<file path="config.mk">
export PLATFORM = sky130hd
export DESIGN_NAME = axil_lite_master
export DESIGN_NICKNAME = d
export VERILOG_FILES = /design/src/rtl/axil_pkg.sv /design/src/rtl/axil_lite_master.sv
export SDC_FILE = /design/constraint.sdc
export NUM_CORES = 1
export LEC_CHECK = 0
export BUFFER_PORTS_ARGS = -buffer_cell sky130_fd_sc_hd__buf_2
export CORE_AREA = 2 2 130 119
export DETAILED_ROUTE_END_ITERATION = 6
export DIE_AREA = 0 0 132 121
export PLACE_DENSITY_LB_ADDON = 0.3
export SETUP_SLACK_MARGIN = 0.05
export SYNTH_ARGS = -nofsm -noshare
export SYNTH_HDL_FRONTEND = slang
export SYNTH_SLANG_ARGS = --single-unit
</file>
<file path="constraint.sdc">
create_clock -name clk -period 4.8 [get_ports clk]
set_clock_uncertainty 0.05 [all_clocks]
set_input_delay 0.24 -clock clk [delete_from_list [all_inputs] [get_ports clk]]
set_output_delay 0.24 -clock clk [all_outputs]
set_load 0.1 [all_outputs]
</file>
<file path="src/rtl/axil_pkg.sv">
// Shared AXI4-Lite types and constants for the on-chip register-access master.
package axil_pkg;

    typedef enum logic [2:0] {
        IDLE         = 3'd0,
        WR_ADDR_DATA = 3'd1,
        WR_RESP      = 3'd2,
        RD_ADDR      = 3'd3,
        RD_DATA      = 3'd4,
        RESP         = 3'd5
    } axil_mst_state_t;

    localparam logic [1:0] AXIL_RESP_OKAY   = 2'b00;
    localparam logic [1:0] AXIL_RESP_EXOKAY = 2'b01;
    localparam logic [1:0] AXIL_RESP_SLVERR = 2'b10;
    localparam logic [1:0] AXIL_RESP_DECERR = 2'b11;

    localparam logic [2:0] AXIL_PROT_DEFAULT = 3'b000;

endpackage

</file>
<file path="src/rtl/axil_lite_master.sv">
// Single-outstanding AXI4-Lite initiator: one command in, one AXI transaction out,
// one response back on a valid/ready channel.
//
// state        | meaning
// IDLE         | cmd_ready high, waiting for a command
// WR_ADDR_DATA | AW and W offered, each dropped on its own handshake
// WR_RESP      | bready high, waiting for B
// RD_ADDR      | arvalid high, waiting for arready
// RD_DATA      | rready high, waiting for R
// RESP         | rsp_valid held until rsp_ready
module axil_lite_master
    import axil_pkg::*;
#(
    parameter int ADDR_WIDTH = 21,
    parameter int DATA_WIDTH = 32
) (
    input  logic                    clk,
    input  logic                    rst,
    input  logic                    cmd_valid,
    output logic                    cmd_ready,
    input  logic                    cmd_write,
    input  logic [ADDR_WIDTH-1:0]   cmd_addr,
    input  logic [DATA_WIDTH-1:0]   cmd_wdata,
    input  logic [DATA_WIDTH/8-1:0] cmd_wstrb,
    output logic                    rsp_valid,
    input  logic                    rsp_ready,
    output logic                    rsp_write,
    output logic [DATA_WIDTH-1:0]   rsp_rdata,
    output logic [1:0]              rsp_resp,
    output logic                    busy,
    output logic [7:0]              err_count,
    output logic                    m_axil_awvalid,
    input  logic                    m_axil_awready,
    output logic [ADDR_WIDTH-1:0]   m_axil_awaddr,
    output logic [2:0]              m_axil_awprot,
    output logic                    m_axil_wvalid,
    input  logic                    m_axil_wready,
    output logic [DATA_WIDTH-1:0]   m_axil_wdata,
    output logic [DATA_WIDTH/8-1:0] m_axil_wstrb,
    input  logic                    m_axil_bvalid,
    output logic                    m_axil_bready,
    input  logic [1:0]              m_axil_bresp,
    output logic                    m_axil_arvalid,
    input  logic                    m_axil_arready,
    output logic [ADDR_WIDTH-1:0]   m_axil_araddr,
    output logic [2:0]              m_axil_arprot,
    input  logic                    m_axil_rvalid,
    output logic                    m_axil_rready,
    input  logic [DATA_WIDTH-1:0]   m_axil_rdata,
    input  logic [1:0]              m_axil_rresp
);

    axil_mst_state_t         state, state_nxt;
    logic                    aw_done, w_done;
    logic                    aw_ok, w_ok;
    logic                    err_hit;
    logic [ADDR_WIDTH-1:0]   addr_q;

    assign cmd_ready     = (state == IDLE);
    assign busy          = (state != IDLE);
    assign m_axil_awaddr = addr_q;
    assign m_axil_araddr = addr_q;
    assign m_axil_awprot = AXIL_PROT_DEFAULT;
    assign m_axil_arprot = AXIL_PROT_DEFAULT;

    always_ff @(posedge clk) begin
        if (rst) state <= IDLE;
        else     state <= state_nxt;
    end

    // A channel counts as done in the very cycle its handshake happens.
    always_comb begin
        aw_ok     = aw_done | (m_axil_awvalid & m_axil_awready);
        w_ok      = w_done  | (m_axil_wvalid  & m_axil_wready);
        err_hit   = ((state == WR_RESP) && m_axil_bvalid && (m_axil_bresp != AXIL_RESP_OKAY)) ||
                    ((state == RD_DATA) && m_axil_rvalid && (m_axil_rresp != AXIL_RESP_OKAY));
        state_nxt = state;
        case (state)
            IDLE:         if (cmd_valid) state_nxt = cmd_write ? WR_ADDR_DATA : RD_ADDR;
            WR_ADDR_DATA: if (aw_ok && w_ok) state_nxt = WR_RESP;
            WR_RESP:      if (m_axil_bvalid) state_nxt = RESP;
            RD_ADDR:      if (m_axil_arready) state_nxt = RD_DATA;
            RD_DATA:      if (m_axil_rvalid) state_nxt = RESP;
            RESP:         if (rsp_ready) state_nxt = IDLE;
            default:      state_nxt = IDLE;
        endcase
    end

    always_ff @(posedge clk) begin
        if (rst) begin
            addr_q         <= '0;
            m_axil_wdata   <= '0;
            m_axil_wstrb   <= '0;
            m_axil_awvalid <= 1'b0;
            m_axil_wvalid  <= 1'b0;
            m_axil_bready  <= 1'b0;
            m_axil_arvalid <= 1'b0;
            m_axil_rready  <= 1'b0;
            aw_done        <= 1'b0;
            w_done         <= 1'b0;
            rsp_valid      <= 1'b0;
            rsp_write      <= 1'b0;
            rsp_rdata      <= '0;
            rsp_resp       <= '0;
            err_count      <= '0;
        end else begin
            case (state)
                IDLE: begin
                    if (cmd_valid) begin
                        addr_q       <= cmd_addr;
                        m_axil_wdata <= cmd_wdata;
                        m_axil_wstrb <= cmd_wstrb;
                        aw_done      <= 1'b0;
                        w_done       <= 1'b0;
                        if (cmd_write) begin
                            m_axil_awvalid <= 1'b1;
                            m_axil_wvalid  <= 1'b1;
                        end else begin
                            m_axil_arvalid <= 1'b1;
                        end
                    end
                end
                WR_ADDR_DATA: begin
                    if (m_axil_awvalid && m_axil_awready) begin
                        m_axil_awvalid <= 1'b0;
                        aw_done        <= 1'b1;
                    end
                    if (m_axil_wvalid && m_axil_wready) begin
                        m_axil_wvalid <= 1'b0;
                        w_done        <= 1'b1;
                    end
                    if (aw_ok && w_ok) m_axil_bready <= 1'b1;
                end
                WR_RESP: begin
                    if (m_axil_bvalid) begin
                        m_axil_bready <= 1'b0;
                        rsp_valid     <= 1'b1;
                        rsp_write     <= 1'b1;
                        rsp_rdata     <= '0;
                        rsp_resp      <= m_axil_bresp;
                    end
                end
                RD_ADDR: begin
                    if (m_axil_arready) begin
                        m_axil_arvalid <= 1'b0;
                        m_axil_rready  <= 1'b1;
                    end
                end
                RD_DATA: begin
                    if (m_axil_rvalid) begin
                        m_axil_rready <= 1'b0;
                        rsp_valid     <= 1'b1;
                        rsp_write     <= 1'b0;
                        rsp_rdata     <= m_axil_rdata;
                        rsp_resp      <= m_axil_rresp;
                    end
                end
                RESP: begin
                    if (rsp_ready) rsp_valid <= 1'b0;
                end
                default: ;
            endcase
            // Saturate rather than wrap so a long error burst stays visible.
            if (err_hit && (err_count != 8'hFF)) err_count <= err_count + 8'd1;
        end
    end

endmodule

</file>
# [After elaboration in Yosys (flattened, before gate mapping)]
# Cells that the tools add are included.
# W data, S select, Z words.
[classes] bitwise_logic=4 n_eq_ne=16 add_sub_neg=1 reduce_logical=30 mux=40
[op_table] op="$mux W32" count=2
[op_table] op="$pmux W32 S2" count=1
[op_table] op="$mux W3" count=6
[op_table] op="$ne A2 B2 Y1 const B" count=9
[op_table] op="$pmux W3 S6" count=1
[op_table] op="$mux W1" count=17
[op_table] op="$pmux W1 S2" count=8
[op_table] op="$reduce_and A4 Y1" count=4
[op_table] op="$reduce_and A3 Y1" count=5
[op_table] op="$reduce_bool A2 Y1" count=7
[op_table] op="$add A8 B1 Y8 const B" count=1
[op_table] op="$logic_and A1 B1 Y1" count=8
[op_table] op="$ne A8 B8 Y1 const B" count=1
[op_table] op="$eq A3 B2 Y1 const B" count=2
[op_table] op="$eq A3 B3 Y1 const B" count=2
[op_table] op="$mux W2" count=3
[op_table] op="$reduce_and A6 Y1" count=1
[op_table] op="$reduce_bool A3 Y1" count=2
[op_table] op="$pmux W2 S2" count=1
[op_table] op="$eq A3 B1 Y1 const B" count=1
[op_table] op="$logic_not A3 Y1" count=1
[op_table] op="$pmux W1 S3" count=1
[op_table] op="$and A1 B1 Y1" count=2
[op_table] op="$ne A2 B1 Y1 const B" count=1
[op_table] op="3 further kinds" count=4
[totals] input_bits=103 output_inout_bits=135 word_cells=107 reg_bits=111

# [Depth between registers and ports, before layout]
# Gate-level depths: netlist (run 1).
[depth] word_depth=5 mapped_depth=8 mapped_depth_nobuf=5

# [Least setup slack after synthesis (run 1)]
# Ideal clock, no wire load.
[synth_timing] path_type="register -> output" startpoint="register state[0]" endpoint="output busy" path_buffers=1 path_stages_with_launch=4 arrival_time_ps=2605 slack_ps=1905 required_time_ps=4510 cell_sequence="dfxtp_1 -> buf_2 -> nor3_2 -> inv_1"
[synth_via] elab_chain_cells=1
[synth_rtl] item="start, declared" line="axil_lite_master.sv:53" rtl="axil_mst_state_t state, state_nxt;"
[synth_rtl] item="start signal, assigned" line="axil_lite_master.sv:68" rtl="else state <= state_nxt;"
[synth_rtl] item="$reduce_bool A3 Y1" line="axil_lite_master.sv:60" rtl="assign busy = (state != IDLE);"
[synth_rtl] item="end, declared" line="axil_lite_master.sv:30" rtl="output logic busy,"
# Every way passes these cells.

# [Worst setup path in the final report (run 1)]
[layout_timing] startpoint="register state[2]" endpoint="register err_count[4]"
[layout_via] elab_chain_cells=5 elab_cells_between_ends=8 cone_classes="eq/ne (2); reduce/logical (6)"
[layout_rtl] item="$eq A3 B2 Y1 / $eq A3 B3 Y1 (equally long branches)" line="axil_lite_master.sv:75, axil_lite_master.sv:76"
[layout_rtl] item="$logic_and A1 B1 Y1 (on tied branches) (2 in a row)" line="axil_lite_master.sv:75, axil_lite_master.sv:76"
[layout_rtl] item="$logic_or A1 B1 Y1 *" line="axil_lite_master.sv:75" rtl="err_hit = ((state == WR_RESP) && m_axil_bvalid && (m_axil_bresp != AXIL_RESP_OKAY)) ||"
[layout_rtl] item="$logic_and A1 B1 Y1 *" line="axil_lite_master.sv:164" rtl="if (err_hit && (err_count != 8'hFF)) err_count <= err_count + 8'd1;"
[layout_rtl] item="end signal, assigned" line="axil_lite_master.sv:164"
[layout_rtl] item="end, declared" line="axil_lite_master.sv:31" rtl="output logic [7:0] err_count,"
# Mark *: on every way between the ends. The rest lies on a longest branch, timed or not.
# A chain may end at the register's enable or synchronous reset.

==> run_results.csv, run 1 <==
group,metric,value,unit
run_status,status,"complete, no violations",
die,die-area,16000,sq um
placed_design,pre_cts_ws,2310,ps
placed_design,io_buffer_count,231,
route,first_iter_violations,188,
pwr,p_sw,2.19,mW
route,antenna_left,0,
logic_synthesis,netlist_instances,523,
clock_network,cts_root_buf,"clkbuf_16",
timing,rsz0062_at_grt,"false",
die,die_w,132,um
critical_path,worst-path-max-fanout,35,
logic_synthesis,async_reset_ff_share,0,%
placed_design,dp_hpwl,8000,um
timing,finalMaxSlewViolations,0,
clock_network,clockBufferDepth,2,
die,num_rows,42,
final_layout,nets,812,
clock_network,cts_tree,"built",
final_layout,antenna_cells,0,
route,drc,0,
clock_network,post_cts_buffers,0,
critical_path,endpoint_kind,"register",
route,firstDrtPassIters,5,
logic_synthesis,synth.most_common_cell,"nand2_1",
final_layout,syn2layout_area_growth,33.0,%
timing,finalCriticalPeriod,2450,ps
logic_synthesis,yosys.area.top_type,"dfxtp_1",
pwr,power.share.combinational,50.7,%
clock_network,cts.repair.resized,0,
pwr,switching_share,55.1,%
route,wire_per_inst,12.9,um
pwr,power.leakage,2.67,nW
logic_synthesis,ys_seq_area_share,51.5,%
critical_path,worstPathRequired,5030,ps
min_path,worst_hold_path_type,"in2reg",
clock_network,cts_hold_buf,0,
timing,max_freq,408,MHz
pwr,p_per_area,693,nW/um^2
global_routing,antenna_found_initial,1,
clock_network,cts.sinks,111,
logic_synthesis,netlist_top_cells_area,"dfxtp_1 (51%), nand2_1 (11%), a21oi_1 (8.0%)",
timing,relSlewSlack,24.8,%
placed_design,gp_congestion,0.747,
logic_synthesis,yosys_warnings,0,
pwr,seq_power_share,29.5,%
pwr,p_clk_share,19.8,%
timing,tightest_slew,1130,ps
global_routing,grt_max_degree,75,
die,initial_core_util,29.7,%
route,wl,11700,um
logic_synthesis,synth_common_cells,"nand2_1 (129), dfxtp_1 (111), a21oi_1 (69)",
timing,hold_violations,0,
timing,period_share,51.1,%
die,core-area,14600,sq um
global_routing,grt_overflow_total,0,
route,num_vias,4106,
die,fp.dieH,121,um
clock_network,clkTransAtPathRegs,80,ps
logic_synthesis,synth_edf_count,0,
critical_path,critical_path_class,"reg2reg",
die,ioPinCount,238,
global_routing,grt_pass1_wl,18500,um
final_layout,drive_gt1_share,35.6,%
logic_synthesis,synth_ff_type,"dfxtp_1",
timing,setup_violations,0,
global_routing,track_usage,14.3,%
logic_synthesis,syn-cell-area,4320,sq um
clock_network,htreeDepth,3,
clock_network,insertion_delay,360,ps
logic_synthesis,synth.ff_latch_count,111,
pwr,p_int,1.79,mW
global_routing,grt_pass1_vias,3839,
timing,fin_ws,2350,ps
run,drv_cap,0,
critical_path,cp-start-kind,"register",
pwr,ir_worst_vdd,0.292,mV
route,vias_per_cell,4.51,
logic_synthesis,yosysTopAreaCellShare,51.5,%
clock_network,cts_buffers,9,
logic_synthesis,synth_cell_types,48,
critical_path,cp.arrival,2690,ps
timing,tns,0,ps
logic_synthesis,avgSynthCellArea,8.25,sq um
[power groups by stage]
stage / combinational, mW / sequential (mW) / clock, mW
final: 2.02 / 1.17 / 0.788
after global routing: 2.12 / 1.19 / 0.854
after floorplan: 0.889 / 2.06 / 0
after detailed placement: 2.03 / 1.19 / 0
after CTS: 2.04 / 1.17 / 0.824
after global placement: 2.03 / 1.19 / 0
[kinds of logic (layout without fill, tap and decap cells)]
family | Yosys count | count (layout) | synth area share [%]
AO/OA/AOI/OAI | 133 | 133 | 18.9
flip-flops | 111 | 111 | 51.5
buffers and inverters | 70 | 255 | 8.58
AND/OR/NAND/NOR | 205 | 205 | 20.1
other | 1 | 6 | 0.0869
adder cells (fa/ha/maj) | 1 | 1 | 0.290
multiplexers | 2 | 2 | 0.493
[through the flow]
step | total power, mW | hold WS, ps | area, sq um | utilization [%] | std cells
floorplan | 2.95 | 306 | 4340 | - | 528
finish | 3.98 | 65.2 | 5740 | 39.4 | 911
detailed placement | 3.23 | 395 | 5430 | 37.3 | 895
global route | 4.17 | 58.0 | 5740 | 39.4 | 911
CTS | 4.03 | 41.3 | 5740 | 39.4 | 911
global placement | 3.22 | 391 | 5430 | 37.3 | 895
[final timing paths]
path                                                      to  slack [ps]                          from  cells after the start
worst min-delay path              rsp_rdata[31]$_SDFFE_PP0P_          70              m_axil_rdata[31]                      3
worst max register to register     err_count[4]$_SDFFE_PP0P_        2350         state[2]$_SDFFE_PP0P_                      5
worst min register to register  m_axil_wdata[4]$_SDFFE_PP0P_         400  m_axil_wdata[4]$_SDFFE_PP0P_                      2
worst max-delay path               err_count[4]$_SDFFE_PP0P_        2350         state[2]$_SDFFE_PP0P_                      5
[layout make-up]
class,instances,area (sq um)
clock inverter,7,86.3
sequential,111,2220
tap,198,248
inverter,6,22.5
multi-input combinational,347,1760
clock buffer,9,225
timing repair buffer,233,1170
fill,1544,8820
[routing by layer]
metal	GRT usage [%]	wire (um)	up-vias
li1	-	-	2111
met1	17.4	5210	1827
met2	22.6	5320	153
met3	5.81	1050	13
met4	5.30	142	2
met5	0	13	-
[critical path, stage by stage (launching register included)]
cell and delay [ps]:
dfxtp_1 590, nor4bb_4 260, buf_4 370, a2bb2oi_1 370, or4_1 590, a21oi_1 140
[sequential cells by signal (all words and copies together), names as in the netlist, 2 cells and up]
name and cells:
err_count 8, m_axil_araddr 21, m_axil_wdata 32, m_axil_wstrb 4
rsp_rdata 32, rsp_resp 2, state 3
[cell usage in the layout (no fill, tap or decap), types with 2 or more instances in the layout]
master and count:
o21ai_0 4, buf_4 3, clkbuf_16 9, nand3b_1 2, inv_6 3, conb_1 6, inv_1 6, nand3_1 4
o31ai_1 5, dfxtp_1 111, a22oi_1 32, or3_1 5, a2bb2oi_1 2, or4_1 2, nor2b_1 4, a21oi_1 69
nand2_1 128, inv_8 2, nor2_1 39, and3_1 2, nor3_1 7, o21ai_1 4, a31oi_1 4, buf_2 230
a311oi_1 3
Power figures use the tool's default switching activity.
==> run 2, diff against run 1 <==
clock period = 2.3 ns   (was 4.8 ns; I/O delays follow)
==> run 2 against run 1 <==
Effect of this change: die area is the same; global-route usage is 2.3 points higher; combinational power up 120%; cell area grew 18%; hold slack lost 48 ps; largest power group unchanged.
==> run_results.csv, run 2 (same netlist as run 1, synthesis figures left out) <==
group,metric,value,unit
clock_network,clkTransAtPathRegs,80,ps
die,ioPinCount,238,
timing,hold_violations,0,
clock_network,insertion_delay,350,ps
die,fp.dieH,121,um
route,wire_per_inst,13.2,um
critical_path,rr_endpoint,"err_count[5]$_SDFFE_PP0P_",
timing,tns,0,ps
critical_path,critical_path_class,"reg2reg",
clock_network,cts_root_buf,"clkbuf_16",
timing,tightest_slew,1060,ps
global_routing,grt_pass1_vias,4432,
placed_design,pre_cts_ws,156,ps
critical_path,endpoint_kind,"register",
placed_design,io_buffer_count,231,
critical_path,slowest_delay,550,ps
critical_path,worst-r2r-setup-slack,320,ps
critical_path,cp.arrival,2220,ps
die,die-area,16000,sq um
global_routing,antenna_found_initial,0,
clock_network,post_cts_buffers,0,
final_layout,drive_gt1_share,32.7,%
die,num_rows,42,
die,core-area,14600,sq um
timing,rsz0062_at_grt,"false",
final_layout,nets,915,
run_status,status,"complete, no violations",
global_routing,grt_overflow_total,0,
route,firstDrtPassIters,6,
route,drc,0,
pwr,p_per_area,1270,nW/um^2
timing,max_freq,504,MHz
min_path,worst_hold_path_type,"in2reg",
critical_path,rr_startpoint,"state[0]$_SDFFE_PP0P_",
critical_path,path_cells,"or3b_1, a2bb2oi_2, or4_1, a21oi_1",
clock_network,htreeDepth,3,
critical_path,worst-path-max-fanout,16,
global_routing,grt_pass1_wl,21500,um
pwr,switching_share,53.5,%
timing,relSlewSlack,29.0,%
final_layout,final_cell_mix,"buf_2 (230), nand2_1 (128), dfxtp_1 (109)",
clock_network,clockBufferDepth,2,
critical_path,cp-start-kind,"register",
pwr,power.leakage,3.13,nW
timing,fin_ws,315,ps
global_routing,grtUsageMet1,19.7,%
route,wl,13400,um
critical_path,r2r_cells,4,
global_routing,grt_busiest_layer,"met2",
final_layout,antenna_cells,0,
die,initial_core_util,29.7,%
run,drv_cap,0,
route,antenna_left,0,
route,num_vias,4539,
placed_design,dp_hpwl,8440,um
global_routing,grt_use_met2,28.4,%
final_layout,syn2layout_area_growth,57.0,%
final_layout,layout_commonest_cell,"buf_2",
timing,finalCriticalPeriod,1980,ps
min_path,hold_end,"rsp_resp[0]$_SDFFE_PP0P_",
critical_path,worstPathRequired,2540,ps
pwr,ir_worst_vdd,0.559,mV
pwr,power.share.combinational,52.2,%
clock_network,cts_tree,"built",
global_routing,grt_use_met3,5.64,%
global_routing,grt_max_degree,55,
pwr,p_sw,4.62,mW
clock_network,cts_buffers,9,
min_path,hold_start,"m_axil_bresp[0]",
clock_network,cts.sinks,111,
critical_path,critPathTopFamily,"simple AND/OR/NAND/NOR gates",
pwr,seq_power_share,28.0,%
timing,period_share,86.3,%
route,first_iter_violations,223,
route,vias_per_cell,4.48,
timing,setup_violations,0,
min_path,worstHoldPathCells,3,
die,die_w,132,um
global_routing,track_usage,16.5,%
placed_design,gp_congestion,0.743,
critical_path,slowest_stage,"or4_1",
timing,finalMaxSlewViolations,0,
pwr,p_clk_share,19.8,%
pwr,p_int,4.01,mW
critical_path,cp.buffers_inverters,0,
[run 2: power groups by stage]
stage | clock network, mW | registers [mW] | logic (mW)
after floorplan | 0 | 4.31 | 1.90
after global placement | 0 | 2.44 | 4.38
after detailed placement | 0 | 2.45 | 4.39
after CTS | 1.78 | 2.41 | 4.52
after global routing | 1.85 | 2.45 | 4.75
final | 1.71 | 2.41 | 4.51
[run 2: metal layers]
metal  vias up  wire length, um
met4         0              154
met5         -                0
met1      2050             5770
met3        13              975
li1       2319                -
met2       157             6490
[run 2: worst max-delay path by stage]
stage,startpoint,end,slack (ps),cells after the start
CTS,state[0]$_SDFFE_PP0P_,err_count[3]$_SDFFE_PP0P_,130,4
global route,state[1]$_SDFFE_PP0P_,rsp_resp[1]$_SDFFE_PP0P_,150,5
detailed placement,state[0]$_SDFFE_PP0P_,err_count[6]$_SDFFE_PP0P_,160,4
floorplan,state[0]$_SDFFE_PP0P_,m_axil_araddr[10]$_SDFFE_PP0P_,50,8
finish,state[0]$_SDFFE_PP0P_,err_count[5]$_SDFFE_PP0P_,320,4
global placement,state[0]$_SDFFE_PP0P_,err_count[3]$_SDFFE_PP0P_,210,4
[run 2: worst reg2reg max path, stage by stage (launching register included)]
cell and delay (ps):
dfxtp_1 450, or3b_1 460, a2bb2oi_2 260, or4_1 550, a21oi_1 140
[run 2: metrics by stage]
| stage | hold WS (ps) | instances | cell area [sq um] | util (%) | power [mW] |
|---|---|---|---|---|---|
| 6_report | 17.2 | 1014 | 6780 | 46.6 | 8.63 |
| 5_1_grt | 26.0 | 1014 | 6780 | 46.6 | 9.05 |
| 4_1_cts | 1.49 | 1014 | 6770 | 46.5 | 8.71 |
| 3_5_place_dp | 309 | 905 | 5510 | 37.9 | 6.84 |
| 3_3_place_gp | 298 | 905 | 5510 | 37.9 | 6.83 |
| 2_1_floorplan | 181 | 528 | 4370 | - | 6.22 |
[run 2: layout make-up]
type | instances | area (sq um)
Clock inverter | 7 | 103
Clock buffer | 9 | 225
Fill cell | 1426 | 7780
Timing Repair Buffer | 336 | 2180
Multi-Input combinational cell | 347 | 1770
Sequential cell | 111 | 2220
Tap cell | 198 | 248
Inverter | 6 | 22.5
[run 2: timing repair]
action                     in CTS  in global routing
resized for setup               0                  1
setup endpoints to repair       0                  8
hold buffers                   93                  0
hold endpoints to repair       92                  0
